===== config.mk =====
export PLATFORM = sky130hd
export DESIGN_NAME = nfet_bank_timed
export DESIGN_NICKNAME = d
export VERILOG_FILES = /design/src/rtl/nfet_pkg.sv /design/src/rtl/nfet_chan.sv /design/src/rtl/nfet_bank_timed.sv
export SDC_FILE = /design/constraint.sdc
export NUM_CORES = 1
export LEC_CHECK = 0
export CAP_MARGIN = 20
export CORE_MARGIN = 4
export CORE_UTILIZATION = 57
export CTS_BUF_LIST = sky130_fd_sc_hd__clkbuf_8
export CTS_CLUSTER_DIAMETER = 60
export DETAILED_ROUTE_END_ITERATION = 6
export PLACE_DENSITY_LB_ADDON = 0.2
export SLEW_MARGIN = 10
export SYNTH_ARGS = -nofsm -noshare
export SYNTH_HDL_FRONTEND = slang
export SYNTH_HIERARCHICAL = 1
export SYNTH_SLANG_ARGS = --single-unit

===== constraint.sdc =====
create_clock -name clk -period 3.9 [get_ports clk]
set_input_delay 0.78 -clock clk [delete_from_list [all_inputs] [get_ports clk]]
set_output_delay 0.78 -clock clk [all_outputs]
set_load 0.005 [all_outputs]

===== src/rtl/nfet_pkg.sv =====
// nfet_pkg: shared state type, tick limits and counter sizing for the n-FET bank.
package nfet_pkg;
    typedef enum logic {ST_IDLE, ST_PEND} nfet_state_t;
    localparam int MAX_TICKS = 255;
    function automatic int ticks_cw(input int max_ticks);
        return (max_ticks <= 1) ? 1 : $clog2(max_ticks);
    endfunction
endpackage


===== src/rtl/nfet_chan.sv =====
// nfet_chan: one inertial-delay channel; drain follows target after RISE/FALL ticks,
// a pending edge is cancelled (glitch) as soon as target returns to drain.
module nfet_chan
    import nfet_pkg::*;
#(
    parameter int   RISE_TICKS = 4,
    parameter int   FALL_TICKS = 1,
    parameter logic RESET_VAL  = 1'b1,
    parameter int   CW         = 2
) (
    input  logic clk,
    input  logic rst_n,
    input  logic tick_en,
    input  logic target,
    output logic drain,
    output logic busy,
    output logic glitch
);
    localparam logic RISE_ONE = (RISE_TICKS == 1);
    localparam logic FALL_ONE = (FALL_TICKS == 1);
    localparam logic [CW-1:0] RISE_LD = CW'(RISE_TICKS > 1 ? RISE_TICKS - 2 : 0);
    localparam logic [CW-1:0] FALL_LD = CW'(FALL_TICKS > 1 ? FALL_TICKS - 2 : 0);
    nfet_state_t state;
    logic [CW-1:0] cnt;
    // The first tick is consumed on the IDLE->PEND edge, hence the D-2 load.
    always_ff @(posedge clk or negedge rst_n) begin
        if (!rst_n) begin
            state  <= ST_IDLE;
            cnt    <= '0;
            drain  <= RESET_VAL;
            busy   <= 1'b0;
            glitch <= 1'b0;
        end else begin
            glitch <= 1'b0;
            if (state == ST_IDLE) begin
                if (target != drain && tick_en) begin
                    if (target ? RISE_ONE : FALL_ONE) begin
                        drain <= target;
                    end else begin
                        state <= ST_PEND;
                        cnt   <= target ? RISE_LD : FALL_LD;
                        busy  <= 1'b1;
                    end
                end
            end else if (target == drain) begin
                state  <= ST_IDLE;
                busy   <= 1'b0;
                glitch <= 1'b1;
            end else if (tick_en) begin
                if (cnt == '0) begin
                    drain <= target;
                    state <= ST_IDLE;
                    busy  <= 1'b0;
                end else begin
                    cnt <= cnt - 1'b1;
                end
            end
        end
    end
endmodule


===== src/rtl/nfet_bank_timed.sv =====
// nfet_bank_timed: bank of timed open-drain n-FET inverters (drain = ~gate | source)
// with per-channel inertial delays and a saturating glitch counter.
module nfet_bank_timed
    import nfet_pkg::*;
#(
    parameter int   CHANNELS   = 8,
    parameter int   RISE_TICKS = 4,
    parameter int   FALL_TICKS = 1,
    parameter logic RESET_VAL  = 1'b1,
    parameter int   GLITCH_W   = 8
) (
    input  logic                clk,
    input  logic                rst_n,
    input  logic                tick_en,
    input  logic [CHANNELS-1:0] source,
    input  logic [CHANNELS-1:0] gate,
    output logic [CHANNELS-1:0] drain,
    output logic [CHANNELS-1:0] busy,
    output logic [CHANNELS-1:0] glitch,
    output logic                settled,
    output logic [GLITCH_W-1:0] glitch_cnt
);
    localparam int CW = ticks_cw(RISE_TICKS > FALL_TICKS ? RISE_TICKS : FALL_TICKS);
    localparam int PW = $clog2(CHANNELS + 1);
    localparam int SW = GLITCH_W + PW;
    if (RISE_TICKS < 1 || RISE_TICKS > MAX_TICKS) begin : g_bad_rise
        $error("nfet_bank_timed: RISE_TICKS out of range 1..255");
    end
    if (FALL_TICKS < 1 || FALL_TICKS > MAX_TICKS) begin : g_bad_fall
        $error("nfet_bank_timed: FALL_TICKS out of range 1..255");
    end
    logic [CHANNELS-1:0] target;
    logic [PW-1:0]       pop;
    logic [SW-1:0]       sum;
    assign target  = ~gate | source;
    assign settled = ~|busy;
    for (genvar i = 0; i < CHANNELS; i++) begin : g_chan
        nfet_chan #(
            .RISE_TICKS(RISE_TICKS),
            .FALL_TICKS(FALL_TICKS),
            .RESET_VAL (RESET_VAL),
            .CW        (CW)
        ) u_chan (
            .clk    (clk),
            .rst_n  (rst_n),
            .tick_en(tick_en),
            .target (target[i]),
            .drain  (drain[i]),
            .busy   (busy[i]),
            .glitch (glitch[i])
        );
    end
    always_comb begin
        pop = '0;
        for (int i = 0; i < CHANNELS; i++) pop = pop + PW'(glitch[i]);
        sum = SW'(glitch_cnt) + SW'(pop);
    end
    // Any carry into the extension bits means the count would wrap: clamp instead.
    always_ff @(posedge clk or negedge rst_n) begin
        if (!rst_n) glitch_cnt <= '0;
        else        glitch_cnt <= |sum[SW-1:GLITCH_W] ? '1 : sum[GLITCH_W-1:0];
    end
endmodule


==> flow_summary.yaml, run 1 <==
placed_design:
  numPortBuffers: 51
  place.gp.congestion: 0.858
  dp_hpwl_um: 5240
  postPlaceCellArea_um2: 4140
logic_synthesis:
  syn_area_um2: 3860
  synthSimpleGateAreaFrac_pct: 17.7
  synth_area_leaders: "dfrtp_1, dfstp_2, inv_1, ha_1, a21oi_1"
  ys.flop_type: "dfrtp_1"
  avgSynthCellArea_um2: 9.88
  synth_edf_count: 0
  synth.area.mux_share_pct: 0.259
  synth_top_area_cell: "dfrtp_1"
  yosys_warnings: 6
  synthXorXnorAreaFrac_pct: 3.59
  synth_top_area_share_pct: 31.1
  syn_nets: 429
  synth.distinct_cells: 40
  synth_cells: 391
  ys_ff_latch: 56
  synth_compound_area_share_pct: 20.9
  synth_top_family_by_area: "compound AO/OA/AOI/OAI gates"
  synthArstFlopShare_pct: 100
  synth_seq_area_share_pct: 36.5
  synthAdderAreaFrac_pct: 7.12
finish:
  final_common_cell: "inv_1"
  area_growth_pct: 10.4
  diodes: 0
  final_cell_mix: "inv_1, clkdlybuf4s50_1, dfrtp_1"
  drive_gt1_share_pct: 13.1
  fin_area_um2: 4270
  fin_util_pct: 66.1
  nets: 449
  fill_cells: 524
min_path:
  hp-class: "flip-flop to flip-flop"
global_routing:
  grt_pass1_vias: 2673
  grt.busiest_layer: "met2"
  grt_max_degree: 43
  use_met3_pct: 3.67
  grtUsageMet1_pct: 24.1
  overflow: 0
  grtUsageMet2_pct: 31.2
  antenna_found_initial: 0
  track_usage_pct: 18.4
  grt_pass1_wl_um: 12500
floorplanning:
  core_area_um2: 6460
  die_h_um: 90.3
  ios: 52
  row_count: 29
  die_area_um2: 8160
  initial_utilization_pct: 59.8
  dieWidth_um: 90.3
setup_path:
  crit_required_ns: 4.09
  crit_path_start_kind: "flip-flop"
  cp_max_fo: 6
  worst_setup_path_end_kind: "flip-flop"
  crit_type: "flip-flop to flip-flop"
  arrival_ns: 3.46
run:
  maxCapViolations: 0
sta:
  rsz0062_at_grt: "no"
  clock_skew_ns: 0.00932
  fmax_ghz: 0.306
  worstMarginPinSlew_ns: 0.773
  fin_crit_sh_pct: 83.9
  setup_viol: 0
  slew_violations: 0
  finalSetupTns_ns: 0
  period_needed_ns: 3.27
  hold_viol_final: 0
  slew_headroom_pct: 48.5
clock_network:
  clkTransAtPathRegs_ns: 0.10
  clock_latency_ns: 0.31
  cts_resized: 0
  cts_tree: "yes"
  cts_hold_buf: 0
  clockBufferDepth: 2
  post_cts_buffers: 0
  cts_htree_levels: 2
  root_buffer: "clkbuf_8"
  clock-sinks: 56
  cts_made_buffers: 5
status:
  outcome: "complete, no violations"
detailed_routing:
  dr_total_vias: 2893
  final_antenna_net_count: 0
  post-route-drc-count: 0
  drt-total-wl_um: 7240
  vias_per_cell: 5.93
  first_pass_iters: 4
  drtIter0Drc: 141
  drt-wirelength-per-cell_um: 14.8
power:
  p_comb_share_pct: 51.3
  switchingPower_mw: 1.38
  p_int_mw: 2.12
  ir_worst_vdd_mv: 0.423
  leakage_nw: 1.78
  p_per_area_nw_per_um2: 821
  switching_share_pct: 39.5
  power_frac_seq_pct: 36.2
  clkPwrFrac_pct: 12.5
-- kinds of logic (layout without fill, tap and decap cells) --
family | Yosys count | count (layout)
multiplexers | 1 | 1
adder cells (fa/ha/maj) | 19 | 19
AND/OR/NAND/NOR | 110 | 110
flip-flops | 56 | 56
AO/OA/AOI/OAI | 106 | 106
buffers and inverters | 90 | 110
XOR/XNOR | 9 | 9
-- sequential cells by signal, indices dropped and copies added (netlist names) --
register	flops
g_chan.u_chan/busy	8
g_chan.u_chan/cnt	16
g_chan.u_chan/drain	8
g_chan.u_chan/glitch	8
g_chan.u_chan/state	8
glitch_cnt	8
-- per-layer routing --
layer	routed length (um)	up-vias	share of wire, %
met1	3260	1390	45
met3	235	7	3.2
met5	0	-	0
met4	81	0	1.1
li1	-	1445	-
met2	3660	51	51
-- final timing paths --
check / startpoint / endpoint / slack (ns) / cells past startpoint
max reg2reg: g_chan[0].u_chan/glitch / glitch_cnt[3] / 0.63 / 11
max: g_chan[0].u_chan/glitch / glitch_cnt[3] / 0.63 / 11
max in group asynchronous: rst_n / g_chan[3].u_chan/drain / 2.51 / 2
min reg2reg: g_chan[6].u_chan/cnt[0] / g_chan[6].u_chan/cnt[0] / 0.53 / 2
min in group asynchronous: rst_n / g_chan[5].u_chan/busy / 0.54 / 1
min: g_chan[6].u_chan/cnt[0] / g_chan[6].u_chan/cnt[0] / 0.53 / 2
-- power by group through the flow --
stage | combinational (mW) | sequential, mW | clock (mW)
global placement | 1.73 | 1.27 | 0
floorplan | 1.56 | 1.08 | 0
global route | 2.04 | 1.34 | 0.476
finish | 1.80 | 1.27 | 0.438
detailed placement | 1.81 | 1.29 | 0
CTS | 1.83 | 1.27 | 0.450
-- area by class of cell --
type	count	area, um2	area share [%]
Tap cell	77	96.3	2.26
Timing Repair Buffer	53	528	12.4
Clock buffer	5	68.8	1.61
Inverter	50	188	4.40
Sequential cell	56	1410	33.1
Clock inverter	2	60.1	1.41
Multi-Input combinational cell	245	1920	44.9
-- critical path, cell delays in order (launching register included) --
cell	delay, ns
dfrtp_1	0.42
fa_1	0.53
inv_1	0.05
fa_1	0.45
fa_1	0.52
fa_1	0.19
inv_1	0.06
fa_1	0.41
nand3_1	0.10
nand2_1	0.14
nand2b_1	0.19
o21ai_0	0.11
-- cells in the mapped netlist, drive strengths merged, types with 3 or more instances --
master,count
nor4,8
a21bo,8
o221ai,8
nand3,26
buf,32
a311oi,8
a31oi,10
ha,14
and2,8
o2bb2ai,8
dfrtp,48
nand2b,10
a21oi,26
nand4,9
dfstp,8
nor3b,16
inv,50
clkbuf,8
xnor2,9
fa,5
o21ai,17
nand2,3
a211oi,9
o32ai,8
nor4bb,8
nor2,12
nor2b,5
-- stage by stage --
step / std cells / hold WS [ns] / power, mW / setup WS (ns)
floorplan: 391 / 0.477 / 2.64 / 0.831
global placement: 481 / 0.492 / 2.99 / 0.720
detailed placement: 481 / 0.503 / 3.10 / 0.632
CTS: 488 / 0.531 / 3.55 / 0.611
global route: 488 / 0.548 / 3.85 / 0.463
finish: 488 / 0.530 / 3.50 / 0.630
Power figures use the tool's default switching activity.
==> run 2: changes to the inputs <==
Settings changed: CORE_UTILIZATION 57 to 52.
Clock period 3.9 ns to 2.7 ns, I/O delays scaled along.
==> run 2 against run 1 <==
The run now ends with negative setup slack left. Via count increased by 0.14%. Global-route usage decreased by 0.56 points. Sequential cell count unchanged. Routed wire length increased by 2.0%. Core utilization decreased by 5.9 points. Sequential power increased by 46%. Clock skew decreased by 0.0016 ns. Non-clock buffer count increased by 8. Die area increased by 8.7%. Register-to-register slack got worse by 1.0 ns. Clock power increased by 7.1%. Critical endpoint is now glitch_cnt[6]. Highest routed layer unchanged.
==> flow_summary.yaml, run 2 (synthesis gave the netlist of run 1 again) <==
finish:
  diodes: 0
  final_cell_mix: "inv_1, clkdlybuf4s50_1, dfrtp_1"
  drive_gt1_share_pct: 17.1
  nets: 457
  fin_cells: 519
  regMostFlops: "g_chan.u_chan/cnt"
  final_common_cell: "inv_1"
  area_growth_pct: 12.9
  fin_area_um2: 4360
  largest_reg_flops: 16
power:
  ir_worst_vdd_mv: 0.499
  p_per_area_nw_per_um2: 1180
  total_power_mw: 5.15
  leakage_nw: 1.83
setup_path:
  r2r-start: "g_chan[0].u_chan/glitch"
  path_buf_inv: 2
  cp_top_family: "adder cells"
  crit_type: "flip-flop to flip-flop"
  crit_path_start_kind: "flip-flop"
  crit_required_ns: 2.87
  cp_max_fo: 6
  crit_chain: "fa_1, inv_1, fa_1, fa_1, fa_2, inv_2, fa_2, nand3_2, nand2_4, a31oi_1, a41oi_1"
  worst_path_max_delay_cell: "fa_1"
  cp_common_cell: "fa_1"
  timing.rr.end: "glitch_cnt[6]"
  worst_setup_path_end_kind: "flip-flop"
  ff2ff_path_depth: 11
  arrival_ns: 3.29
  reg2reg_slack_ns: -0.42
  slowest_delay_ns: 0.54
detailed_routing:
  drtIter0Drc: 64
  first_pass_iters: 4
  final_antenna_net_count: 0
  dr_total_vias: 2897
  post-route-drc-count: 0
  drt-wirelength-per-cell_um: 14.2
  drt-total-wl_um: 7390
  vias_per_cell: 5.58
status:
  violations: "negative setup slack"
  outcome: "finished with violations"
floorplanning:
  initial_utilization_pct: 53.3
  dieWidth_um: 94.2
  row_count: 31
  ios: 52
  die_h_um: 94.2
  die_area_um2: 8880
  core_area_um2: 7250
sta:
  slew_headroom_pct: 71.8
  rsz0062_at_grt: "yes"
  fin_ws_ns: -0.419
  fmax_ghz: 0.321
  fin_hold_ws_ns: 0.0820
  clock_skew_ns: 0.00770
  finalSetupTns_ns: -2.96
  worstMarginPinSlew_ns: 0.424
  fin_crit_sh_pct: 116
  slew_violations: 0
  period_needed_ns: 3.12
  setup_viol: 8
  hold_viol_final: 0
run:
  maxCapViolations: 0
clock_network:
  clock-sinks: 56
  clkTransAtPathRegs_ns: 0.10
  cts_htree_levels: 2
  cts_tree: "yes"
  clock_latency_ns: 0.31
  cts_hold_buf: 0
  cts_made_buffers: 5
  clockBufferDepth: 2
  root_buffer: "clkbuf_8"
global_routing:
  grt_pass1_wl_um: 12800
  overflow: 0
  grt.busiest_layer: "met2"
  antenna_found_initial: 0
  use_met3_pct: 2.80
  grtUsageMet1_pct: 22.5
  grt_pass1_vias: 2769
  track_usage_pct: 17.8
  grt_max_degree: 37
  grtUsageMet2_pct: 31.6
placed_design:
  place.gp.congestion: 0.815
  postPlaceCellArea_um2: 4230
  numPortBuffers: 51
  place_inst: 510
  dp_hpwl_um: 5400
min_path:
  hp-class: "primary input to asynchronous set/reset pin"
## run 2: how the worst max path moves through the flow
stage                          endpoint  depth (start not counted)  slack, ns                    start
after floorplan           glitch_cnt[6]                         11      -0.29  g_chan[0].u_chan/glitch
after global placement    glitch_cnt[3]                         11      -0.36  g_chan[0].u_chan/glitch
after detailed placement  glitch_cnt[3]                         11      -0.42  g_chan[0].u_chan/glitch
after CTS                 glitch_cnt[7]                         11      -0.41  g_chan[0].u_chan/glitch
after global routing      glitch_cnt[6]                         11      -0.57  g_chan[0].u_chan/glitch
final                     glitch_cnt[6]                         11      -0.42  g_chan[0].u_chan/glitch
## run 2: layout make-up
cell class                 instances  area, um2
fill                             632       2890
multi-input combinational        245       1960
sequential                        56       1410
timing repair buffer              61        588
inverter                          50        188
tap                               99        124
clock buffer                       6       82.6
clock inverter                     2       7.51
## run 2: worst reg2reg max path: stages (launching register included)
cell and delay (ns):
dfrtp_1 0.41, fa_1 0.54, inv_1 0.05, fa_1 0.45, fa_1 0.52, fa_2 0.23, inv_2 0.04, fa_2 0.35
nand3_2 0.10, nand2_4 0.08, a31oi_1 0.17, a41oi_1 0.06
## run 2: metal layers
layer	vias up	part of all wire, %
li1	1456	-
met1	1388	45
met2	46	51
met3	7	3.3
met4	0	1.1
met5	-	0
## run 2: timing repair
action | 4_1_cts | 5_1_grt
setup buffers | 0 | 1
gates resized for setup | 4 | 4
endpoints found under the setup margin | 8 | 8
pin swaps | 1 | 1
## run 2: through the flow
step / util [%] / setup slack [ns]
after detailed placement: 58.3 / -0.423
after CTS: 59.9 / -0.414
after floorplan: - / -0.294
after global routing: 60.1 / -0.569
final: 60.1 / -0.419
after global placement: 58.3 / -0.364
## run 2: power breakdown
part / internal [mW] / switching [mW] / leakage, nW
registers: 1.28 / 0.566 / 0.659
clock network: 0.203 / 0.267 / 0.0538
logic: 1.60 / 1.23 / 1.11
total: 3.09 / 2.07 / 1.83
